**src/rtl/tone_sequencer.sv**
```systemverilog
// tone_sequencer: plays a fixed 8-step melody on a single buzzer pin using the
// four tone square waves coming from the divider bank.
// Ports:
//   clk_50MHz     system clock
//   reset_button  asynchronous active-low reset
//   clk_261Hz..clk_523Hz  tone square waves (registered internally)
//   play_button   raw active-high button, rising edge starts the melody
//   stop_button   raw active-high button, level aborts / blocks play
//   buzzer        selected tone or 0 when silent (registered)
//   busy          high while a note or gap is in progress (registered)
//   note_idx      current melody step 0..7 (registered)
//   done_pulse    one-cycle pulse on natural completion (registered)
module tone_sequencer #(
  parameter int unsigned TICK_CYCLES = 5000000,
  parameter int unsigned GAP_CYCLES  = 500000
) (
  input  logic       clk_50MHz,
  input  logic       reset_button,
  input  logic       clk_261Hz,
  input  logic       clk_329Hz,
  input  logic       clk_415Hz,
  input  logic       clk_523Hz,
  input  logic       play_button,
  input  logic       stop_button,
  output logic       buzzer,
  output logic       busy,
  output logic [2:0] note_idx,
  output logic       done_pulse
);

  localparam int unsigned TICK_W = (TICK_CYCLES > 1) ? $clog2(TICK_CYCLES) : 1;
  localparam int unsigned GAP_W  = (GAP_CYCLES > 1) ? $clog2(GAP_CYCLES) : 1;
  localparam logic [TICK_W-1:0] TICK_LAST = TICK_W'(TICK_CYCLES - 1);
  localparam logic [GAP_W-1:0]  GAP_LAST  = GAP_W'((GAP_CYCLES > 0) ? GAP_CYCLES - 1 : 0);
  localparam logic [2:0] TONE_REST = 3'd4;
  localparam logic [2:0] LAST_IDX  = 3'd7;

  typedef enum logic [1:0] {IDLE = 2'd0, NOTE = 2'd1, GAP = 2'd2} state_t;

  // Melody tone select: 0=261, 1=329, 2=415, 3=523, 4=rest
  function automatic logic [2:0] rom_tone(input logic [2:0] idx);
    case (idx)
      3'd0: rom_tone = 3'd0;
      3'd1: rom_tone = 3'd1;
      3'd2: rom_tone = 3'd2;
      3'd3: rom_tone = 3'd3;
      3'd4: rom_tone = 3'd2;
      3'd5: rom_tone = 3'd1;
      3'd6: rom_tone = 3'd0;
      default: rom_tone = TONE_REST;
    endcase
  endfunction

  // Melody duration in 100 ms ticks
  function automatic logic [2:0] rom_ticks(input logic [2:0] idx);
    case (idx)
      3'd3, 3'd6: rom_ticks = 3'd4;
      default:    rom_ticks = 3'd2;
    endcase
  endfunction

  state_t            state, state_n;
  logic [1:0]        play_sync, stop_sync;
  logic              play_prev, play_edge;
  logic [3:0]        tone_r;
  logic [TICK_W-1:0] tick_cnt, tick_n;
  logic [GAP_W-1:0]  gap_cnt, gap_n;
  logic [2:0]        ticks_left, left_n;
  logic [2:0]        idx_n, sel_n;
  logic              buzzer_n, busy_n, done_n;
  logic              stop_s;

  assign stop_s = stop_sync[1];

  // Button synchronizers, registered play edge and tone sampling
  always_ff @(posedge clk_50MHz or negedge reset_button) begin
    if (!reset_button) begin
      play_sync <= '0;
      stop_sync <= '0;
      play_prev <= 1'b0;
      play_edge <= 1'b0;
      tone_r    <= '0;
    end else begin
      play_sync <= {play_sync[0], play_button};
      stop_sync <= {stop_sync[0], stop_button};
      play_prev <= play_sync[1];
      play_edge <= play_sync[1] & ~play_prev;
      tone_r    <= {clk_523Hz, clk_415Hz, clk_329Hz, clk_261Hz};
    end
  end

  // State, counters and registered outputs
  always_ff @(posedge clk_50MHz or negedge reset_button) begin
    if (!reset_button) begin
      state      <= IDLE;
      tick_cnt   <= '0;
      gap_cnt    <= '0;
      ticks_left <= '0;
      note_idx   <= '0;
      buzzer     <= 1'b0;
      busy       <= 1'b0;
      done_pulse <= 1'b0;
    end else begin
      state      <= state_n;
      tick_cnt   <= tick_n;
      gap_cnt    <= gap_n;
      ticks_left <= left_n;
      note_idx   <= idx_n;
      buzzer     <= buzzer_n;
      busy       <= busy_n;
      done_pulse <= done_n;
    end
  end

  // Next-state, counter and output logic
  always_comb begin
    state_n = state;
    idx_n   = note_idx;
    tick_n  = tick_cnt;
    gap_n   = gap_cnt;
    left_n  = ticks_left;
    done_n  = 1'b0;

    case (state)
      IDLE: begin
        if (play_edge && !stop_s) begin
          state_n = NOTE;
          idx_n   = 3'd0;
          tick_n  = '0;
          left_n  = rom_ticks(3'd0);
        end
      end
      NOTE: begin
        if (stop_s) begin
          state_n = IDLE;
          idx_n   = 3'd0;
        end else if (tick_cnt == TICK_LAST) begin
          tick_n = '0;
          if (ticks_left == 3'd1) begin
            if (note_idx == LAST_IDX) begin
              state_n = IDLE;
              idx_n   = 3'd0;
              done_n  = 1'b1;
            end else if (GAP_CYCLES > 0) begin
              state_n = GAP;
              gap_n   = '0;
            end else begin
              idx_n  = note_idx + 3'd1;
              left_n = rom_ticks(note_idx + 3'd1);
            end
          end else begin
            left_n = ticks_left - 3'd1;
          end
        end else begin
          tick_n = tick_cnt + TICK_W'(1);
        end
      end
      GAP: begin
        if (stop_s) begin
          state_n = IDLE;
          idx_n   = 3'd0;
        end else if (gap_cnt == GAP_LAST) begin
          state_n = NOTE;
          idx_n   = note_idx + 3'd1;
          tick_n  = '0;
          left_n  = rom_ticks(note_idx + 3'd1);
        end else begin
          gap_n = gap_cnt + GAP_W'(1);
        end
      end
      default: begin
        state_n = IDLE;
        idx_n   = 3'd0;
      end
    endcase

    // Outputs follow the next state so they line up with the state register
    busy_n   = (state_n != IDLE);
    sel_n    = rom_tone(idx_n);
    buzzer_n = (state_n == NOTE && sel_n != TONE_REST) ? tone_r[sel_n[1:0]] : 1'b0;
  end

endmodule

```
**config.mk**
```make
export PLATFORM = sky130hd
export DESIGN_NAME = tone_sequencer
export DESIGN_NICKNAME = d
export VERILOG_FILES = /design/src/rtl/tone_sequencer.sv
export SDC_FILE = /design/constraint.sdc
export NUM_CORES = 1
export LEC_CHECK = 0
export CAP_MARGIN = 20
export CELL_PAD_IN_SITES_DETAIL_PLACEMENT = 1
export CELL_PAD_IN_SITES_GLOBAL_PLACEMENT = 1
export CORE_MARGIN = 5
export CORE_UTILIZATION = 43
export CTS_BUF_LIST = sky130_fd_sc_hd__clkbuf_4 sky130_fd_sc_hd__clkbuf_8 sky130_fd_sc_hd__clkbuf_16
export CTS_CLUSTER_SIZE = 40
export DETAILED_ROUTE_END_ITERATION = 12
export PLACE_DENSITY = 0.87
export SLEW_MARGIN = 20
export SYNTH_ARGS = -nofsm -noshare
export SYNTH_HDL_FRONTEND = slang
export SYNTH_SLANG_ARGS = --single-unit
```
**constraint.sdc**
```tcl
create_clock -name clk_50MHz -period 3.1 [get_ports clk_50MHz]
set_clock_uncertainty 0.15 [all_clocks]
set_input_delay 0.775 -clock clk_50MHz [delete_from_list [all_inputs] [get_ports clk_50MHz]]
set_output_delay 0.775 -clock clk_50MHz [all_outputs]
set_load 0.005 [all_outputs]
```
## Word level (Yosys, flattened, before mapping)

Index checks and enable logic that the tools add are counted.

| word-level totals | value |
|---|---|
| bits of input ports | 8 |
| register bits after elaboration | 63 |
| output and inout port bits | 6 |
| word-level logic and storage cells | 106 |

| operators by class | value |
|---|---|
| $lt $le $gt $ge | 1 |
| reduce and logical (&&, ||, !) cells | 15 |
| bitwise gates (word level) | 2 |
| mux-type cells | 46 |
| equality and inequality tests | 25 |
| add/sub/neg operators | 4 |

Operators with widths:

| cell | count |
|---|---|
| two-way mux 23 bit | 5 |
| two-way mux 19 bit | 6 |
| case mux 23 bit (3 select lines) | 1 |
| two-way mux 3 bit | 14 |
| case mux 19 bit (2 select lines) | 1 |
| adder 23 x 1 -> 23 bit (second input constant) | 1 |
| == test 23 bit (second input constant) | 1 |
| adder 19 x 1 -> 19 bit (second input constant) | 1 |
| == test 19 bit (second input constant) | 1 |
| != test 2 bit (second input constant) | 9 |
| case mux 3 bit (3 select lines) | 2 |
| == test 3 bit (second input constant) | 5 |
| two-way mux 2 bit | 7 |
| AND reduction 7 bit | 2 |
| case mux 3 bit (4 select lines) | 1 |
| == test 3 x 2 -> 1 bit (second input constant) | 3 |
| OR reduction 2 bit | 4 |
| two-way mux 1 bit | 7 |
| == test 3 x 1 -> 1 bit (second input constant) | 2 |
| case mux 2 bit (3 select lines) | 1 |
| AND reduction 5 bit | 1 |
| == test 2 x 1 -> 1 bit (second input constant) | 2 |
| nonzero test 2 bit | 2 |
| adder 3 x 1 -> 3 bit (second input constant) | 1 |
| 12 further kinds | 13 |

## Longest topological paths before layout

| depth | value |
|---|---|
| depth in word-level cells | 12 |
| gate-level depth with buffers | 11 |

## Least setup slack after synthesis

Ideal clock, no wire load.

| timing path | value |
|---|---|
| path kind | reg-to-reg |
| start | register tick_cnt[12] |
| end | register ticks_left[0] |
| required time | 2.825 ns |
| setup time | 0.125 ns |
| buffers on the path | 0 |
| stages on the path, launching flop included | 7 |
| path slack | -0.077 ns |
| arrival | 2.902 ns |
| path through | dfrtp_1 -> or4b_1 -> or4_4 -> or2_2 -> a21oi_1 -> a21boi_0 -> mux2_2 |

| on the way | value |
|---|---|
| word-level cells in the longest chain between the ends | 3 |

RTL lines:

| item | line | source |
|---|---|---|
| from (decl) | 66 | `logic [TICK_W-1:0] tick_cnt, tick_n;` |
| from (signal assigned) | 105 | `tick_cnt <= tick_n;` |
| == test 23 bit | 137 | `end else if (tick_cnt == TICK_LAST) begin` |
| != test 2 bit (no source line) | n/a |  |
| AND reduction 7 bit (no source line) | n/a |  |
| to (signal assigned) | 107 | `ticks_left <= left_n;` |
| to (decl) | 68 | `logic [2:0] ticks_left, left_n;` |

Every way passes these cells.
A chain may end at the register's enable or synchronous reset.

## Worst setup path in the final report

| timing path | value |
|---|---|
| start | register tick_cnt[10] |
| end | register gap_cnt[17] |

| on the way | value |
|---|---|
| word-level cells in the longest chain between the ends | 3 |

RTL lines:

| item | line | source |
|---|---|---|
| == test 23 bit | 137 |  |
| != test 2 bit (no source line) | n/a |  |
| AND reduction 7 bit (no source line) | n/a |  |
| to (signal assigned) | 106 | `gap_cnt <= gap_n;` |
| to (decl) | 67 | `logic [GAP_W-1:0] gap_cnt, gap_n;` |

Every way passes these cells.

==> reports/results.txt <==
routed length per instance: 18.99 um
synthesized cell area: 0.003508 mm2
vias per inst: 5.874
synthesized area per cell: 9.113 um2
Routability Congestion: 0.8513
Final period util: 99.77%
Area growth, synth to finish: 20.01%
critical path type: flip-flop to flip-flop
register bit total from synthesis: 63
Place WS: 0.02515 ns
die span in x: 100.3 um
Root Driver: clkbuf_8
vias in the first global route: 3380
Yosys cell types: 49
Worst R2R Setup Slack: 0.007 ns
Int Power: 1.619 mW
Worst EP arrival: 3.22 ns
CP Capture Type: flip-flop
number of antenna diodes: 0
Synth area leader: dfrtp_1
WHS Path Cells: 0
sequential power share: 40.2%
DRC viols: 0
CTS tree: yes
largest net degree at the start of global routing: 33
Clock power frac: 39.3%
Pleak: 1.766 nW
Core Rows: 33
Rel. slew slack: 51.11%
CP startpoint: tick_cnt[10]
crit-path most repeated cell: or4_4
Seq. cell area: 0.001577 mm2
post-synthesis async set-or-reset flop share: 100.0%
setup ws final: 0.007124 ns
Critical Path Start Type: flip-flop
critical path fanouts, max: 4
Worst-Skew Late Latency: 0.36 ns
IO Pins: 14
Placement Cell Area: 0.003865 mm2
area share of the largest cell type after synthesis: 44.94%
total grt overflow: 0
design area: 0.004210 mm2
Post-DP HPWL: 6624 um
DR pass1 iterations: 4
sequential cell area fraction in the yosys report: 44.94%
Max Cap Viol: 0
Starting DRT DRC Count: 124
die area: 0.01007 mm2
Initial Utilization: 43.35%
critical path data required time: 3.23 ns
RSZ-0062 raised after global routing: yes
Clk pin slew, worst setup/hold paths: 0.08 ns
via count: 3125
most common cell after layout, fill and taps aside: dfrtp_1
CTS sink cnt: 63
Fin. Hold Viols: 0
EDFF count, synth: 0
H-tree depth: 3
Tot Pwr: 2.340 mW
# hold bufs at CTS: 0
slew of the pin with the lowest slew margin: 0.7333 ns
total track usage: 20.52%
first-pass GRT wire length: 16480 um
Syn Nets: 407
final setup vio count: 0
final number of max-transition violations: 0
FF-to-FF path depth: 7
Hold Path End: stop_sync[1]
Area contributors post-synth: dfrtp_1 (45%), ha_1 (5.0%), nor2_1 (4.6%), xnor2_1 (4.5%), nand2_1 (4.4%)
PwrDens: 555.7 mW/mm2
CP Buf/Inv Count: 0
cell family with most CP delay: simple AND/OR/NAND/NOR gates
hold_sp: stop_sync[0]
fin crit period: 3.093 ns
port bufs: 13
placed cells: 509
initial antenna violation count: 0
Max Buffers Root-to-Sink: 2
critical-path cell list: or4b_4 > or4_4 > o31ai_4 > nand4_4 > or3_4 > or4_4 > a21oi_2
outcome: finished, final reports clean
worst-path cell with the longest stage delay: or4_4
most frequent cells in the layout: dfrtp_1 (63), nor2_1 (42), nand2_1 (41)
CTS Buf Count: 9
Nets: 444
RR Endpoint: gap_cnt[17]
non-filler cells, final: 532
DIE HEIGHT: 100.3 um
sw frac: 30.81%
final WL: 10100 um
core area: 0.008093 mm2
sw power: 0.7208 mW
layout cells sized above 1: 14.29%
FF-to-FF Start: tick_cnt[10]
maximum vdd drop: 460.5 uV
highest clock rate: 323.3 MHz
Most used DFF post-synth: dfrtp_1
synthesis warning total: 0
Syn Inst Count: 385
multi-input logic area: 0.001856 mm2
antenna-violating nets left: 0
Worst Hold Class: flip-flop to flip-flop
# fillers: 947
Worst path max stage delay: 0.57 ns
Comb power frac: 20.5%
worst register-to-register path: stages, from the launching register on:
cell and delay [ns]:
dfrtp_1 0.40, or4b_4 0.54, or4_4 0.57, o31ai_4 0.26, nand4_4 0.11, or3_4 0.37, or4_4 0.49, a21oi_2 0.12
synthesized netlist by cell type (all sizes together) (3+ instances only):
cell type / count
a21o: 4
a21oi: 18
a22o: 3
a31oi: 3
and2: 4
and3: 6
and4: 4
clkbuf: 8
dfrtp: 63
ha: 14
inv: 24
mux2: 4
mux2i: 4
nand2: 41
nand2b: 3
nand3: 17
nand4: 11
nor2: 43
nor2b: 4
nor3: 7
nor4: 10
o21ai: 26
o31ai: 5
or2: 3
or3: 10
or4: 3
xnor2: 18
through the flow:
step	util, %	setup TNS [ns]	hold slack, ns
finish	52.03	0	0.2083
global route	52.03	-0.04269	0.2264
CTS	51.30	-0.06146	0.2161
detailed placement	47.76	0	0.1880
global placement	47.76	0	0.1889
floorplan	-	0	0.1812
sequential cells by signal (all words and copies together) (netlist names):
name        count
tick_cnt       23
gap_cnt        19
tone_r          4
note_idx        3
ticks_left      3
play_sync       2
state           2
stop_sync       2
busy            1
buzzer          1
done_pulse      1
play_edge       1
play_prev       1
layer usage:
| layer | global-route usage, % | wire length (um) | up-vias |
|---|---|---|---|
| li1 | - | - | 1457 |
| met4 | 7.461 | 176 | 0 |
| met3 | 4.170 | 391 | 19 |
| met5 | 0 | 0 | - |
| met2 | 35.63 | 5256 | 75 |
| met1 | 25.18 | 4280 | 1574 |
power groups by stage:
stage,combinational (mW),clock (mW),sequential [mW]
6_report,0.480,0.920,0.940
3_5_place_dp,0.453,0,0.951
5_1_grt,0.525,0.971,0.950
3_3_place_gp,0.431,0,0.944
2_1_floorplan,0.282,0,0.934
4_1_cts,0.468,0.924,0.938
cell type report:
| cell class | count | area share (%) |
|---|---|---|
| inverters | 24 | 2.140 |
| well taps | 105 | 3.120 |
| repair buffers | 35 | 7.192 |
| clock buffers | 10 | 3.269 |
| clock inverters | 6 | 2.764 |
| multi-input cells | 289 | 44.07 |
| flip-flops and latches | 63 | 37.44 |
how the worst max path moves through the flow:
stage / endpoint / cells after the start
3_5_place_dp: gap_cnt[17] / 7
4_1_cts: gap_cnt[17] / 7
6_report: gap_cnt[17] / 7
3_3_place_gp: gap_cnt[17] / 7
2_1_floorplan: gap_cnt[17] / 7
5_1_grt: gap_cnt[17] / 7
cells by family (layout without fill, tap and decap cells):
family | count (synthesis) | count (layout) | synth area share, %
compound gates | 75 | 75 | 13.66
xor+xnor | 19 | 19 | 4.743
fa+ha+maj | 14 | 14 | 4.993
buf+inv | 33 | 75 | 3.566
flops | 63 | 63 | 44.94
mux | 8 | 8 | 2.425
simple gates | 173 | 173 | 25.68
timing repair:
action	in CTS	in global routing
pin swaps	3	1
gates resized for setup	2	10
setup endpoints to repair	5	8
gates cloned	0	0
setup buffers	3	4
Power figures use the tool's default switching activity.
